<file path="config.mk">
export PLATFORM = sky130hd
export DESIGN_NAME = dmem_arbiter
export DESIGN_NICKNAME = d
export VERILOG_FILES = /design/src/rtl/dmem_arbiter.sv
export SDC_FILE = /design/constraint.sdc
export NUM_CORES = 1
export LEC_CHECK = 0
export CAP_MARGIN = 30
export CORE_UTILIZATION = 35
export DETAILED_ROUTE_END_ITERATION = 10
export DONT_BUFFER_PORTS = 1
export PLACE_DENSITY = 0.58
export SLEW_MARGIN = 20
export SYNTH_ARGS = -nofsm -noshare
export SYNTH_HDL_FRONTEND = slang
export SYNTH_SLANG_ARGS = --single-unit
</file>
<file path="constraint.sdc">
create_clock -name clk -period 2 [get_ports clk]
set_clock_uncertainty 0.05 [all_clocks]
set_input_delay 0.2 -clock clk [delete_from_list [all_inputs] [get_ports clk]]
set_output_delay 0.2 -clock clk [all_outputs]
set_load 0.01 [all_outputs]
</file>
<file path="src/rtl/dmem_arbiter.sv">
`timescale 1ns/1ps
// Round-robin arbiter sharing a single-port data memory between the core and debug ports.
// Latency: gnt 1 cycle after req is sampled, read rvalid RD_LAT+2 cycles after; one transaction in flight.
// Backpressure: a requester holds req until gnt (write) or rvalid (read); c_stall covers the core meanwhile.
module dmem_arbiter #(
  parameter int DATA_W = 32,
  parameter int ADDR_W = 9,
  parameter int RD_LAT = 1
) (
  input  logic              clk,
  input  logic              reset,
  input  logic              c_req,
  input  logic              c_we,
  input  logic [ADDR_W-1:0] c_addr,
  input  logic [DATA_W-1:0] c_wdata,
  output logic              c_gnt,
  output logic              c_rvalid,
  output logic [DATA_W-1:0] c_rdata,
  output logic              c_stall,
  input  logic              d_req,
  input  logic              d_we,
  input  logic [ADDR_W-1:0] d_addr,
  input  logic [DATA_W-1:0] d_wdata,
  output logic              d_gnt,
  output logic              d_rvalid,
  output logic [DATA_W-1:0] d_rdata,
  output logic              mem_wr,
  output logic              mem_rd,
  output logic [ADDR_W-1:0] mem_addr,
  output logic [DATA_W-1:0] mem_wr_data,
  input  logic [DATA_W-1:0] mem_rd_data
);

  typedef enum logic [1:0] {IDLE, ISSUE, WAIT, RESP} state_t;

  state_t      state, state_nxt;
  logic        win_dbg;
  logic        last_dbg;
  logic        lat_we;
  logic [2:0]  cnt;
  logic        pick_dbg;

  // Debug wins only when it is alone or the core was served last.
  assign pick_dbg = d_req & (~c_req | ~last_dbg);

  always_comb begin
    state_nxt = state;
    case (state)
      IDLE:    if (c_req | d_req) state_nxt = ISSUE;
      ISSUE:   state_nxt = lat_we ? IDLE : WAIT;
      WAIT:    if (cnt == 3'd1) state_nxt = RESP;
      RESP:    state_nxt = IDLE;
      default: state_nxt = IDLE;
    endcase
  end

  always_ff @(posedge clk) begin
    if (reset) begin
      state       <= IDLE;
      win_dbg     <= 1'b0;
      last_dbg    <= 1'b1;
      lat_we      <= 1'b0;
      cnt         <= 3'd0;
      mem_addr    <= '0;
      mem_wr_data <= '0;
      c_rdata     <= '0;
      d_rdata     <= '0;
    end else begin
      state <= state_nxt;
      case (state)
        IDLE: begin
          if (c_req | d_req) begin
            win_dbg     <= pick_dbg;
            last_dbg    <= pick_dbg;
            lat_we      <= pick_dbg ? d_we    : c_we;
            mem_addr    <= pick_dbg ? d_addr  : c_addr;
            mem_wr_data <= pick_dbg ? d_wdata : c_wdata;
          end
        end
        ISSUE: cnt <= 3'(RD_LAT);
        WAIT: begin
          cnt <= cnt - 3'd1;
          // Counter at 1 marks the cycle mem_rd_data is valid.
          if (cnt == 3'd1) begin
            if (win_dbg) d_rdata <= mem_rd_data;
            else         c_rdata <= mem_rd_data;
          end
        end
        default: ;
      endcase
    end
  end

  assign mem_wr   = (state == ISSUE) &  lat_we;
  assign mem_rd   = (state == ISSUE) & ~lat_we;
  assign c_gnt    = (state == ISSUE) & ~win_dbg;
  assign d_gnt    = (state == ISSUE) &  win_dbg;
  assign c_rvalid = (state == RESP)  & ~win_dbg;
  assign d_rvalid = (state == RESP)  &  win_dbg;
  assign c_stall  = c_req & ~((c_gnt & c_we) | c_rvalid);

endmodule

</file>
Word-level counts from Yosys, hierarchy flattened
Index checks and enable logic that the tools add are counted.
- memories: 0
- flip-flop bits (word level): 113
- output and inout bits: 112
- bits of input ports: 120
- memory bits (writable): 0
- memory bits (read-only): 0
- bits in latches: 0
- $mul: 0
- equality and inequality tests: 6
- $lt $le $gt $ge: 0
- multiplexer cells: 8
- $add $sub $neg: 1
- bitwise gates (word level): 17
- reductions and logical operators: 6
- shifts and indexed selects: 0
- divide/modulo/power cells: 0
- operator list (cell ; number):
    two-way mux 32 bit ; 1
    AND 1 bit ; 9
    two-way mux 9 bit ; 1
    case mux 2 bit (4 select lines) ; 1
    two-way mux 2 bit ; 3
    case mux 3 bit (2 select lines) ; 1
    AND reduction 3 bit ; 2
    NOT 1 bit ; 5
    equality test 2 bit, second input constant ; 2
    inequality test 2 bit, second input constant ; 2
    AND reduction 2 bit ; 2
    equality test 3 x 1 -> 1 bit, second input constant ; 1
    OR 1 bit ; 3
    subtractor 3 x 1 -> 3 bit, second input constant ; 1
    equality test 2 x 1 -> 1 bit, second input constant ; 1
    zero test 2 bit ; 1
    nonzero test 2 bit ; 1
    two-way mux 1 bit ; 1

Logic depth before layout (Yosys ltp)
- word-level depth: 6
- depth in mapped cells: 8
- gate-level depth less buffers: 5

Worst setup path after synthesis
No wires, ideal clock.
- path type: register to register
- from: reg state[0]
- to: reg d_rdata[10]
- period minus slack after synthesis: 1540 ps
- arrival: 1419 ps
- library setup time: 70 ps
- buffers on the path: 2
- slack: 460 ps
- stages on the path, launching flop included: 8
- cells stage by stage: dfxtp_1 -> inv_1 -> ha_1 -> buf_2 -> nand4b_1 -> clkbuf_1 -> nand2_1 -> a21oi_1
- word-level cells in the longest chain between the ends: 2
- ends and longest elaborated chain (element ; RTL line ; RTL):
    start, declared ; 36 ; state_t state, state_nxt;
    start signal, assigned ; 69 ; state <= state_nxt;
    equality test 2 bit ; 70 ; case (state)
    AND reduction 3 bit (no source line) ; n/a ;
    end signal, assigned ; 85 ; if (win_dbg) d_rdata <= mem_rd_data;
    end, declared ; 26 ; output logic [DATA_W-1:0] d_rdata,
Every way passes these cells.
A chain may end at the register's enable or synchronous reset.

==> run metrics <==
critical path start-end classification reg2out; status complete, but fails checks; DR DRC count 0; overflow left after global routing 0; max-capacitance violation count 0; maximum count of clock buffers along a single path 2; post-placement cell area 4650 um^2; total die area 13,600 um^2; Sum Neg Setup Slack 0 ns; synthesized instance count about 530; maximum fanout along the worst path 4; layout cells sized above 1 0.0870; pin count of the biggest net entering global routing about 120; max-slew violation count 0; flip-flop and latch count after synthesis approximately 110; Inserted Clock Buffers 17; Overall Global Routing Usage 0.152; mean cell area of the mapped netlist 8.73 um^2; DP Wirelength about 7400 um; CTS tree done; wire length after detailed routing 10,700 um; post-synthesis sequential area ratio 0.493; synthesis warning total 0; violations in the final reports negative hold slack; kind of end point of the critical path primary output; post-synthesis cell area 4590 um^2; number of global-route vias before repair 3,283; leakage power of the design ~1.9 nW; CP Data Arrival Time ~1.7 ns; setup repair after global routing missed its margin false; CTS Root Cell clkbuf_16; first-pass GRT wire length 15,700 um; number of buffers inserted by post-CTS setup repair 0; dominant register cell in the synthesized netlist dfxtp_1; R2R setup slack just over 0.1 ns; clock tree sinks approximately 110; final period utilization 0.949; Critical Path RT ~1.8 ns; Area Growth Syn to Fin 16.7%; die width 116 um; antenna violations before repair 0; weighted congestion at the end of routability-driven global placement 0.774; Worst-Margin Slew 0.394 ns; count of port buffers added during placement 0; crit start category flip-flop; net count after synthesis 652; Final Critical Period 1.90 ns; vias after detailed routing between 3,000 and 4,000; starting density of the core 0.360; final hold violation count 108; DRT iter0 DRCs 263; count of antenna diodes in the layout 0; number of optimization iterations in the first detailed-route pass 5; num ports 232; number of setup violations in the final report 0; clock slew at the register clock pins of the worst setup and hold paths about 0.05 ns; level count of the clock H-tree 4; core box area 12,700 um^2; worst vdd rail ir drop 0.000828 V; asr flop ratio synth 0; site row count 41; class of the tightest hold or removal check in2reg; vertical die dimension 116 um; clk_lat worst skew 0.40 ns; final instance area between 5000 and 6000 um^2; routed length per instance between 15 and 20 um; Worst setup endpoint c_stall; tightest hold margin -0.181 ns; post-detailed-route via-to-cell ratio 5.05; Post-synth EDFFs 0; max-slew headroom at the worst pin 0.737; total power per unit cell area 1190 nW/um^2; Cell variety after synth 30; count of nets left with antenna violations after detail routing 0; CTS Hold Buffers Added 6; Max Clk Rate 527 MHz; final-stage net count about 640; worst reg-to-reg path cell count 6
per-stage QoR:
step | total power (W) | instances | worst slack [ns] | util | hold WS (ns)
after floorplan | 0.00316 | 525 | 0.460 | - | 0.286
after global placement | 0.00320 | 663 | 0.342 | 0.366 | 0.231
after detailed placement | 0.00322 | 663 | 0.233 | 0.366 | 0.230
after CTS | 0.00644 | 701 | 0.0420 | 0.420 | -0.207
after global routing | 0.00666 | 701 | 0.00263 | 0.421 | -0.211
final | 0.00636 | 701 | 0.103 | 0.421 | -0.181
final cells by class:
cell class / count / area [um^2]
inverter: 6 / 22.5
timing repair buffer: 15 / 165
fill: 1283 / 7370
clock buffer: 19 / 443
tap: 172 / 215
clock inverter: 13 / 185
multi-input combinational: 363 / 2060
sequential: 113 / 2260
what timing repair did:
| item | in CTS | in global routing |
|---|---|---|
| pin swaps | 0 | 1 |
| gates cloned | 0 | 0 |
| hold endpoints to repair | 113 | 108 |
| setup endpoints to repair | 1 | 2 |
| resized for setup | 1 | 2 |
report_power, final:
part | switching [W] | internal, W | total, W
clock | 0.00105 | 0.00212 | 0.00317
combinational | 0.000324 | 0.000260 | 0.000584
sequential | 0.000188 | 0.00242 | 0.00261
worst max-delay path, cell delays in order (launching register included):
cell	delay [ns]
dfxtp_1	0.38
inv_1	0.11
ha_1	0.23
nor2b_1	0.20
a211oi_2	0.33
synth_stat cells, types with 2 or more instances:
master      n  share of area
a211oi_1   45          0.074
mux2i_1    43          0.094
o21ai_0     2         0.0022
dfxtp_1   113           0.49
nand4b_1    2         0.0038
clkbuf_1   19          0.016
inv_1       6         0.0049
nor2b_1     4         0.0055
a21oi_1    68          0.074
nand2_1   130           0.11
buf_12      4          0.017
nor2_1     44          0.036
nand2b_1    4         0.0055
ha_1        7          0.019
buf_2      17          0.019
and2_1      3         0.0041
registers in the layout (all words and copies together) (netlist names), named ones only:
name         cells
c_rdata         32
d_rdata         32
mem_wr_data     32
mem_addr         9
cnt              3
last_dbg         1
lat_we           1
state            1
win_dbg          1
metal layers:
layer  wire [um]  track usage  part of all wire  vias up
met3        1330       0.0784              0.12       15
li1            -            -                 -     1773
met1        4040        0.162              0.38     1565
met5           0            0                 0        -
met4         160       0.0650             0.015        0
met2        5150        0.253              0.48      184
cell families (layout without fill, tap and decap cells):
family	Yosys count	in the layout	synth area share
AND/OR/NAND/NOR	193	193	0.173
AO/OA/AOI/OAI	120	120	0.160
flip-flops	113	113	0.493
buffers and inverters	49	53	0.0614
multiplexers	43	43	0.0939
adder cells (fa/ha/maj)	7	7	0.0191
cells in the final DEF, fill, tap and decap left out, types with 6 or more instances in the layout:
master	count
nor2_1	44
buf_4	6
a211oi_1	44
clkbuf_16	17
inv_1	6
mux2i_1	43
dlygate4sd3_1	6
dfxtp_1	113
nand2_1	130
a21oi_1	68
worst min-delay path by stage:
stage,start,end,slack [ns],cells after the start
after global placement,reset,mem_addr[8],0.23,1
after global routing,reset,mem_wr_data[12],-0.21,1
final,reset,mem_wr_data[0],-0.18,1
after CTS,reset,mem_wr_data[14],-0.21,1
after floorplan,mem_rd_data[0],c_rdata[0],0.29,2
after detailed placement,reset,mem_wr_data[12],0.23,1
Power figures use the tool's default switching activity.
